### src/rtl/pixel_rgb_formatter.sv
// pixel_rgb_formatter
//   Converts three IEEE-754 single-precision channel intensities (nominal
//   range [0,1)) into COLOR_W-bit integer channels. It is a three-stage
//   valid/ready pipeline: classify -> align -> quantise. The pixel
//   coordinate and visibility sideband travel in the same stage registers
//   as the pixel they belong to.
//
//   Optional feature macro: PIXEL_FMT_DITHER_EN
//     When defined, 2x2 ordered dithering is added before quantisation.
//     The dither value is taken from the pixel's own x[0]/y[0].
//     When undefined, no dither logic is built.
//
// Parameters
//   COLOR_W  output bits per channel (legal range 1..8)
//   X_W/Y_W  width of the pixel x / y coordinate
//
// Ports
//   clk_in, rst_in            clock and synchronous active-high reset
//   r_in/g_in/b_in            float32 channel inputs
//   x_in/y_in/visible_in      sideband carried alongside the pixel
//   valid_in / ready_in       input handshake
//   r_out/g_out/b_out         integer channel outputs
//   x_out/y_out/visible_out   sideband aligned with the outputs
//   valid_out / ready_out     output handshake
//   clr_stats                 one-cycle clear of clamp_count (beats an increment)
//   clamp_count               saturating count of clamped pixels sent downstream
module pixel_rgb_formatter #(
    parameter int COLOR_W = 4,
    parameter int X_W     = 11,
    parameter int Y_W     = 10
) (
    input  logic               clk_in,
    input  logic               rst_in,
    input  logic [31:0]        r_in,
    input  logic [31:0]        g_in,
    input  logic [31:0]        b_in,
    input  logic [X_W-1:0]     x_in,
    input  logic [Y_W-1:0]     y_in,
    input  logic               visible_in,
    input  logic               valid_in,
    output logic               ready_in,
    output logic [COLOR_W-1:0] r_out,
    output logic [COLOR_W-1:0] g_out,
    output logic [COLOR_W-1:0] b_out,
    output logic [X_W-1:0]     x_out,
    output logic [Y_W-1:0]     y_out,
    output logic               visible_out,
    output logic               valid_out,
    input  logic               ready_out,
    input  logic               clr_stats,
    output logic [15:0]        clamp_count
);

    // Two extra fraction bits are kept through alignment only when the
    // quarter-step dither has to be added before truncation.
`ifdef PIXEL_FMT_DITHER_EN
    localparam int FRAC_W = 2;
`else
    localparam int FRAC_W = 0;
`endif
    localparam int Q_W = COLOR_W + FRAC_W;

    // For a normal float 1.m * 2^(e-127), floor(v * 2^Q_W) is the 24-bit
    // significand {1,m} shifted right by (127 + 23 - Q_W) - e. For every
    // in-range exponent (1..126) and COLOR_W <= 8 this is a right shift of
    // at least 14, so no left-shift path is needed.
    localparam int SH_BASE = 150 - Q_W;

    // Per-channel outcome decided in the classify stage.
    typedef enum logic [1:0] {
        CL_ZERO  = 2'd0,   // +/-0, denormal, negative, NaN, -inf
        CL_MAX   = 2'd1,   // >= 1.0 or +inf
        CL_RANGE = 2'd2    // normal value in (0,1): needs alignment
    } cls_e;

    typedef struct packed {
        logic [X_W-1:0] x;
        logic [Y_W-1:0] y;
        logic           vis;
    } side_t;

    typedef struct packed {
        cls_e        cls;
        logic [7:0]  exp;
        logic [22:0] man;
    } chan1_t;

    typedef struct packed {
        cls_e           cls;
        logic [Q_W-1:0] q;
    } chan2_t;

    typedef struct packed {
        chan1_t [2:0] ch;
        logic         clamp;
        side_t        sb;
    } st1_t;

    typedef struct packed {
        chan2_t [2:0] ch;
        logic         clamp;
        side_t        sb;
    } st2_t;

    typedef struct packed {
        logic [2:0][COLOR_W-1:0] pix;
        logic                    clamp;
        side_t                   sb;
    } st3_t;

    // ------------------------------------------------------------------
    // Channel helpers
    // ------------------------------------------------------------------
    function automatic cls_e classify(input logic [31:0] f);
        logic [7:0] e;
        logic [22:0] m;
        e = f[30:23];
        m = f[22:0];
        // NaN and -inf go to zero, +inf saturates.
        if (e == 8'hFF) return (m == '0 && !f[31]) ? CL_MAX : CL_ZERO;
        if (f[31] || e == 8'h00) return CL_ZERO;
        if (e >= 8'd127) return CL_MAX;
        return CL_RANGE;
    endfunction

    // Clamped: NaN, any nonzero negative value (-0 excluded), or >= 1.0.
    function automatic logic is_clamped(input logic [31:0] f);
        logic nan, neg, big;
        nan = (f[30:23] == 8'hFF) && (f[22:0] != '0);
        neg = f[31] && (f[30:0] != '0);
        big = !f[31] && (f[30:23] >= 8'd127);
        return nan | neg | big;
    endfunction

    // Exact truncation of v * 2^Q_W for an in-range normal value.
    function automatic logic [Q_W-1:0] align(input logic [7:0] e, input logic [22:0] m);
        logic [23:0] full;
        int          sh;
        full = {1'b1, m};
        sh   = SH_BASE - int'(e);
        if (sh < 0 || sh >= 24) return '0;
        return Q_W'(full >> sh);
    endfunction

`ifdef PIXEL_FMT_DITHER_EN
    // floor(v*2^C + d/4) == floor((floor(v*2^(C+2)) + d) / 4) because d is
    // an integer, so adding d to the two-fraction-bit value and dropping the
    // fraction is exact. The sum can reach 2^C, hence the saturation.
    function automatic logic [COLOR_W-1:0] quantise(input chan2_t c, input logic [1:0] d);
        logic [Q_W:0]     sum;
        logic [COLOR_W:0] lvl;
        sum = {1'b0, c.q} + {{(Q_W-1){1'b0}}, d};
        lvl = sum[Q_W:FRAC_W];
        case (c.cls)
            CL_ZERO: return '0;
            CL_MAX:  return '1;
            default: return lvl[COLOR_W] ? {COLOR_W{1'b1}} : lvl[COLOR_W-1:0];
        endcase
    endfunction

    // 2x2 Bayer matrix {{0,2},{3,1}} indexed [y[0]][x[0]].
    function automatic logic [1:0] bayer(input logic y0, input logic x0);
        case ({y0, x0})
            2'b00:   return 2'd0;
            2'b01:   return 2'd2;
            2'b10:   return 2'd3;
            default: return 2'd1;
        endcase
    endfunction
`else
    // Without dither v < 1 guarantees the truncated value fits COLOR_W bits.
    function automatic logic [COLOR_W-1:0] quantise(input chan2_t c);
        case (c.cls)
            CL_ZERO: return '0;
            CL_MAX:  return '1;
            default: return c.q;
        endcase
    endfunction
`endif

    // ------------------------------------------------------------------
    // Pipeline control
    // ------------------------------------------------------------------
    logic [3:1] vld_q, vld_d;
    logic       s3_free, s2_free, s1_free;
    logic       s2_move, s1_move, accept;

    always_comb begin
        // A stage may take new data when it is empty or its content leaves
        // this cycle; the chain resolves from the output side backwards.
        s3_free  = !vld_q[3] || ready_out;
        s2_move  = vld_q[2] && s3_free;
        s2_free  = !vld_q[2] || s2_move;
        s1_move  = vld_q[1] && s2_free;
        s1_free  = !vld_q[1] || s1_move;
        ready_in = !rst_in && s1_free;
        accept   = valid_in && ready_in;

        vld_d[1] = s1_free ? accept   : vld_q[1];
        vld_d[2] = s2_free ? vld_q[1] : vld_q[2];
        vld_d[3] = s3_free ? vld_q[2] : vld_q[3];
    end

    // ------------------------------------------------------------------
    // Stage datapath
    // ------------------------------------------------------------------
    logic [2:0][31:0] pix_in;
    st1_t s1_q, s1_d;
    st2_t s2_q, s2_d;
    st3_t s3_q, s3_d;

    assign pix_in = {b_in, g_in, r_in};

    // Stage 1: classify each channel and flag the pixel as clamped.
    always_comb begin
        s1_d = s1_q;
        if (accept) begin
            for (int c = 0; c < 3; c++) begin
                s1_d.ch[c].cls = classify(pix_in[c]);
                s1_d.ch[c].exp = pix_in[c][30:23];
                s1_d.ch[c].man = pix_in[c][22:0];
            end
            s1_d.clamp  = is_clamped(r_in) | is_clamped(g_in) | is_clamped(b_in);
            s1_d.sb.x   = x_in;
            s1_d.sb.y   = y_in;
            s1_d.sb.vis = visible_in;
        end
    end

    // Stage 2: align in-range significands to fixed point.
    always_comb begin
        s2_d = s2_q;
        if (s1_move) begin
            for (int c = 0; c < 3; c++) begin
                s2_d.ch[c].cls = s1_q.ch[c].cls;
                s2_d.ch[c].q   = (s1_q.ch[c].cls == CL_RANGE) ?
                                 align(s1_q.ch[c].exp, s1_q.ch[c].man) : '0;
            end
            s2_d.clamp = s1_q.clamp;
            s2_d.sb    = s1_q.sb;
        end
    end

    // Stage 3: quantise into the output register. Loading only on s2_move
    // keeps the outputs frozen while a beat waits for ready_out.
    always_comb begin
        s3_d = s3_q;
        if (s2_move) begin
            for (int c = 0; c < 3; c++) begin
`ifdef PIXEL_FMT_DITHER_EN
                s3_d.pix[c] = quantise(s2_q.ch[c], bayer(s2_q.sb.y[0], s2_q.sb.x[0]));
`else
                s3_d.pix[c] = quantise(s2_q.ch[c]);
`endif
            end
            s3_d.clamp = s2_q.clamp;
            s3_d.sb    = s2_q.sb;
        end
    end

    // ------------------------------------------------------------------
    // Clamp statistics: counted on downstream acceptance, clear wins.
    // ------------------------------------------------------------------
    logic [15:0] cnt_q, cnt_d;

    always_comb begin
        cnt_d = cnt_q;
        if (clr_stats) begin
            cnt_d = '0;
        end else if (vld_q[3] && ready_out && s3_q.clamp && cnt_q != 16'hFFFF) begin
            cnt_d = cnt_q + 16'd1;
        end
    end

    // ------------------------------------------------------------------
    // State registers
    // ------------------------------------------------------------------
    always_ff @(posedge clk_in) begin
        if (rst_in) begin
            vld_q <= '0;
            s1_q  <= '0;
            s2_q  <= '0;
            s3_q  <= '0;
            cnt_q <= '0;
        end else begin
            vld_q <= vld_d;
            s1_q  <= s1_d;
            s2_q  <= s2_d;
            s3_q  <= s3_d;
            cnt_q <= cnt_d;
        end
    end

    assign r_out       = s3_q.pix[0];
    assign g_out       = s3_q.pix[1];
    assign b_out       = s3_q.pix[2];
    assign x_out       = s3_q.sb.x;
    assign y_out       = s3_q.sb.y;
    assign visible_out = s3_q.sb.vis;
    assign valid_out   = vld_q[3];
    assign clamp_count = cnt_q;

endmodule

### config.mk
export PLATFORM = sky130hd
export DESIGN_NAME = pixel_rgb_formatter
export DESIGN_NICKNAME = d
export VERILOG_FILES = /design/src/rtl/pixel_rgb_formatter.sv
export SDC_FILE = /design/constraint.sdc
export NUM_CORES = 1
export LEC_CHECK = 0
export ABC_AREA = 1
export CAP_MARGIN = 20
export CORE_MARGIN = 4
export CORE_UTILIZATION = 59
export DETAILED_ROUTE_END_ITERATION = 16
export PLACE_DENSITY = 0.86
export SETUP_SLACK_MARGIN = 0.4
export SLEW_MARGIN = 5
export SYNTH_ARGS = -nofsm -noshare
export SYNTH_HDL_FRONTEND = slang
export SYNTH_SLANG_ARGS = --single-unit
### constraint.sdc
create_clock -name clk_in -period 5.65 [get_ports clk_in]
set_input_delay 1.4125 -clock clk_in [delete_from_list [all_inputs] [get_ports clk_in]]
set_output_delay 1.4125 -clock clk_in [all_outputs]
set_load 0.02 [all_outputs]
==> flow_summary.toml, run 1 <==
[synth]
syn_nets = 1919
syn_area_per_cell_um2 = 6.47
ys_warn_count = 0
synth_ff_type = "dfxtp_1"
synth_edf_count = 0
ys_ff_latch = 217
syn_inst = 1789
synth_top_area_share_pct = 37.5
ys_types = 41
syn_area_um2 = 11600
synthArstFlopShare_pct = 0
synth_area_leaders = "dfxtp_1, nand2_1, o21ai_0"
yosysSeqAreaShare_pct = 37.5
yosys.area.top_type = "dfxtp_1"

[global_routing]
grt_usage_pct = 26.7
grt_max_degree = 128
antenna_found_initial = 0
use_met3_pct = 3.32
grt_util_met2_pct = 45.1
grt_pass1_vias = 10700
grt_busiest_layer = "met2"
grt-ovfl-total = 0
grt_pass1_wl_um = 50500
met1_usage_pct = 36.7

[sta]
relSlewSlack_pct = 31.8
slew_viol_final = 0
rsz0062_at_grt = "false"
worstMarginPinSlew_ps = 1020
finalHoldViolCount = 0
setup_viol = 0
finalSetupTns_ps = 0
layout_setup_ws_ps = 874
holdWs_ps = 456
period_share_pct = 84.5
clock.fmax_ghz = 0.209
finalCriticalPeriod_ps = 4780
finClkSkew_ps = 9.96

[drt]
drcViolationCount = 0
wirelength_um = 30500
vias_per_cell = 5.60
drt_iter0_drc = 960
ant_nets = 0
routedWlPerCell_um = 14.2
vias = 12000
drtPass1Iterations = 6

[clock_tree]
hold_buffers = 0
root_buffer = "clkbuf_16"
cts-resized-gates = 0
cts_htree_levels = 1
cts_tree = "done"
clk_latency_ps = 510
clk_pin_slew_ps = 60
cts_buffer_depth = 3
cts_inserted_buffers = 23
numClockSinks = 217
post_cts_buffers = 0

[power]
p_per_area_nw_per_um2 = 285
power.leakage_nw = 5.59
vdd_drop_max_v = 0.000223

[worst_setup_path]
start_kind = "input pin"
cp_cell_sequence = "clkdlybuf4s50_1 -> buf_4 -> inv_4 -> nand2_1 -> inv_1 -> clkdlybuf4s50_1"
path_max_fanout = 56
cp.arrival_ps = 3360
cp.required_ps = 4240
end_kind = "primary output"
cpPeakStageDelay_ps = 600
crit_type = "input pin to primary output"
critPathMostFrequentCell = "clkdlybuf4s50_1"
critPathSlowestCell = "clkdlybuf4s50_1"

[die]
die_w_um = 148
row_count = 50
start_util_pct = 60.8
dieArea_um2 = 21900
core_um2 = 19000
die_h_um = 148
io_pins = 175

[placement]
place.gp.congestion = 0.934
port_buffers = 174
dpl.hpwl_um = 21100
pre_cts_ws_ps = 874

[final_layout]
diodes = 0
nNetsFinal = 1999
fillers = 1646
layout_common_cells = "nand2_1, dfxtp_1, o21ai_0"
drive_above_1_share_pct = 4.24
area_growth_pct = 19.8
final_core_util_pct = 72.9
final_common_cell = "nand2_1"

[run_status]
status = "finished, final reports clean"

[worst_hold_path]
hp-class = "flip-flop to flip-flop"

[flow_run]
maxCapViolations = 0
[sequential cells by signal, summed over array words and instances, names as in the netlist]
signal and flops:
s1_q 122, vld_q 3, g_out 4, s2_q 41, x_out 11, clamp_count 16
y_out 10, r_out 4, b_out 4, s3_q 1, visible_out 1
[cell type report]
class | count | area (µm²) | area share, %
Tap cell | 260 | 325 | 2.35
Inverter | 125 | 472 | 3.40
Timing Repair Buffer | 188 | 1860 | 13.4
Clock inverter | 12 | 150 | 1.08
Sequential cell | 217 | 4340 | 31.3
Multi-Input combinational cell | 1314 | 6090 | 43.9
Clock buffer | 29 | 618 | 4.46
[routing by layer]
layer	up-vias	share of wire [%]	wire [µm]
li1	6071	-	-
met1	5400	44	13400
met2	489	46	14100
met3	54	7.7	2350
met4	0	2.1	636
met5	-	0	0
[kinds of logic (layout without fill, tap and decap cells)]
logic type,count (synthesis),after routing,synth area share (%)
buffers and inverters,258,354,9.89
xor gates and xnor gates,6,6,0.454
adders and majority gates,7,7,0.757
and+or+nand+nor,993,993,37.6
AOI/OAI and AO/OA,308,308,13.8
DFF,217,217,37.5
[synth_stat cells, types with 7 or more instances]
library cell,n
nand2_1,504
dfxtp_1,217
o21ai_0,208
nand3_1,180
nor2_1,171
inv_1,117
a21oi_1,71
clkbuf_1,70
nand4_1,70
buf_4,37
nor4_1,20
buf_2,18
nor3_1,14
a31oi_1,13
nand2_2,10
ha_1,7
[worst max-delay path: cells and delay by family]
family                 cells  cell delay (ps)
buffers and inverters      5             1740
AND/OR/NAND/NOR            1              200
[through the flow]
| stage | total power, W | cell area (µm²) | cells |
|---|---|---|---|
| after floorplan | 0.00221 | 11600 | 1789 |
| after global placement | 0.00242 | 13100 | 2103 |
| after detailed placement | 0.00243 | 13100 | 2103 |
| after CTS | 0.00396 | 13800 | 2144 |
| after global routing | 0.00414 | 13900 | 2145 |
| final | 0.00394 | 13900 | 2145 |
[final timing paths]
path | from | end | slack (ps) | cells past startpoint
worst min register to register | s1_q[73] | s1_q[73] | 460 | 2
worst max-delay path | rst_in | ready_in | 870 | 6
worst min-delay path | s1_q[73] | s1_q[73] | 460 | 2
worst max register to register | s1_q[112] | s2_q[37] | 2170 | 12
[power breakdown]
| part | internal [W] | switching [W] | leakage (nW) | total (W) |
|---|---|---|---|---|
| combinational | 0.000271 | 0.000457 | 3.44 | 0.000728 |
| sequential | 0.00162 | 0.0000663 | 1.78 | 0.00169 |
| clock | 0.000915 | 0.000614 | 0.370 | 0.00153 |
Note: power is estimated with default switching activity, not from simulation.
==> run 2, diff against run 1 <==
--- a/config.mk
+++ b/config.mk
@@ -8,9 +8,9 @@
 export ABC_AREA = 1
 export CAP_MARGIN = 20
 export CORE_MARGIN = 4
-export CORE_UTILIZATION = 59
+export CORE_UTILIZATION = 50
 export DETAILED_ROUTE_END_ITERATION = 16
-export PLACE_DENSITY = 0.86
+export PLACE_DENSITY = 0.78
 export SETUP_SLACK_MARGIN = 0.4
 export SLEW_MARGIN = 5
 export SYNTH_ARGS = -nofsm -noshare
==> constraint.sdc (replaced) <==
create_clock -name clk_in -period 4.3 [get_ports clk_in]
set_input_delay 1.075 -clock clk_in [delete_from_list [all_inputs] [get_ports clk_in]]
set_output_delay 1.075 -clock clk_in [all_outputs]
set_load 0.02 [all_outputs]
==> run 2 against run 1 <==
Net effect: utilization shrank 11 points; final area grew 1.6%; sequential power grew 31%.
==> flow_summary.toml, run 2 (synthesized netlist as in run 1, its figures left out) <==
[worst_setup_path]
end_kind = "primary output"
timing.critical_path.buf_inv = 6
path_max_fanout = 3
r2r-start = "s1_q[46]"
r2r_end = "s2_q[24]"
start_kind = "input pin"
crit_path_start = "ready_out"
cp.depth = 10
crit_type = "input pin to primary output"
cp.required_ps = 3220
critPathMostFrequentCell = "inv_1"
cp.arrival_ps = 2360
reg2reg_depth = 17
cpPeakStageDelay_ps = 420
crit_path_end = "ready_in"
critPathSlowestCell = "clkdlybuf4s50_1"
ff2ff_setup_slack_ps = 1400
cp_cell_sequence = "clkdlybuf4s50_1 -> inv_1 -> nand2_1 -> nor2_1 -> inv_1 -> nor2_1 -> inv_1 -> nand2_1 -> inv_1 -> dlymetal6s2s_1"
cp_top_family = "buffers and inverters"

[clock_tree]
numClockSinks = 217
cts_inserted_buffers = 24
root_buffer = "clkbuf_16"
cts_htree_levels = 1
post_cts_buffers = 0
cts_tree = "done"
cts_buffer_depth = 3
hold_buffers = 0
clk_latency_ps = 530
clk_pin_slew_ps = 50

[sta]
finClkSkew_ps = 16.2
rsz0062_at_grt = "false"
finalSetupTns_ps = 0
clock.fmax_ghz = 0.291
worstMarginPinSlew_ps = 907
period_share_pct = 79.9
layout_setup_ws_ps = 865
slew_viol_final = 0
setup_viol = 0
finalHoldViolCount = 0
finalCriticalPeriod_ps = 3440
relSlewSlack_pct = 39.3

[placement]
dp_cells = 2139
place.gp.congestion = 0.944
pre_cts_ws_ps = 489
port_buffers = 174
dpl.hpwl_um = 21700
placed_area_um2 = 13200

[die]
die_w_um = 160
start_util_pct = 51.0
die_h_um = 160
core_um2 = 22700
io_pins = 175
row_count = 55
dieArea_um2 = 25600

[final_layout]
largest_reg_flops = 122
final_core_util_pct = 62.0
layout_common_cells = "nand2_1, dfxtp_1, o21ai_0"
area_growth_pct = 21.7
nNetsFinal = 2011
final_cells = 2184
diodes = 0
drive_above_1_share_pct = 4.90
regMostFlops = "s1_q"
finalInstanceArea_um2 = 14100
final_common_cell = "nand2_1"

[drt]
wirelength_um = 30900
drcViolationCount = 0
drtPass1Iterations = 5
ant_nets = 0
vias_per_cell = 5.34
vias = 11700
drt_iter0_drc = 969
routedWlPerCell_um = 14.1

[power]
power.leakage_nw = 5.71
vdd_drop_max_v = 0.000284
p_per_area_nw_per_um2 = 379

[global_routing]
grt-ovfl-total = 0
grt_max_degree = 126
grt_pass1_wl_um = 50400
antenna_found_initial = 1
grt_usage_pct = 22.8
grt_pass1_vias = 10300

[flow_run]
maxCapViolations = 0

[run_status]
status = "finished, final reports clean"

[worst_hold_path]
hp-class = "flip-flop to flip-flop"
[run 2: cell count changes in the layout (fill, tap and decap cells not counted), moves of 2 or more]
cell / previous run / this run
buf_4: 13 / 22
clkbuf_8: 2 / 7
clkinv_2: 4 / 2
inv_6: 2 / 0
[run 2: timing repair]
action	in CTS	in global routing
endpoints found under the setup margin	0	1
gates resized for setup	0	1
endpoints found under the hold margin	0	0
[run 2: layer usage]
metal / routed length, µm / share of wire, % / up-vias / GRT usage, %
met5: 8 / 0.026 / - / 0
met4: 446 / 1.4 / 2 / 4.89
met3: 1840 / 5.9 / 32 / 3.33
met2: 14500 / 47 / 316 / 38.9
met1: 14100 / 46 / 5206 / 30.8
li1: - / - / 6106 / -
[run 2: area by class of cell]
type                            instances  area, µm²
Tap cell                              285        357
Sequential cell                       217       4340
Inverter                              125        472
Clock inverter                          8        131
Fill cell                            2135       8620
Clock buffer                           36        716
Timing Repair Buffer                  199       1980
Multi-Input combinational cell       1314       6090
[run 2: worst min-delay path by stage]
stage             start  slack [ps]        to  cells after the start
3_5_place_dp   s1_q[69]         450  s1_q[69]                      2
6_report       s1_q[69]         450  s1_q[69]                      2
5_1_grt        s1_q[61]         490  s1_q[61]                      2
4_1_cts        s1_q[69]         460  s1_q[69]                      2
3_3_place_gp   s1_q[69]         450  s1_q[69]                      2
2_1_floorplan  s1_q[69]         430  s1_q[69]                      2
[run 2: per-stage QoR]
step	total power, W	hold slack (ps)
3_3_place_gp	0.00321	446
5_1_grt	0.00560	489
2_1_floorplan	0.00291	430
6_report	0.00534	455
3_5_place_dp	0.00323	452
4_1_cts	0.00538	460
[run 2: power by group]
part | internal, W | switching (W)
sequential | 0.00213 | 0.0000761
combinational | 0.000371 | 0.000618
clock | 0.00133 | 0.000813
total | 0.00383 | 0.00151
[run 2: worst min-delay path, stage by stage (launching register included)]
cell and delay, ps:
dfxtp_1 290, inv_1 60, a21oi_1 60
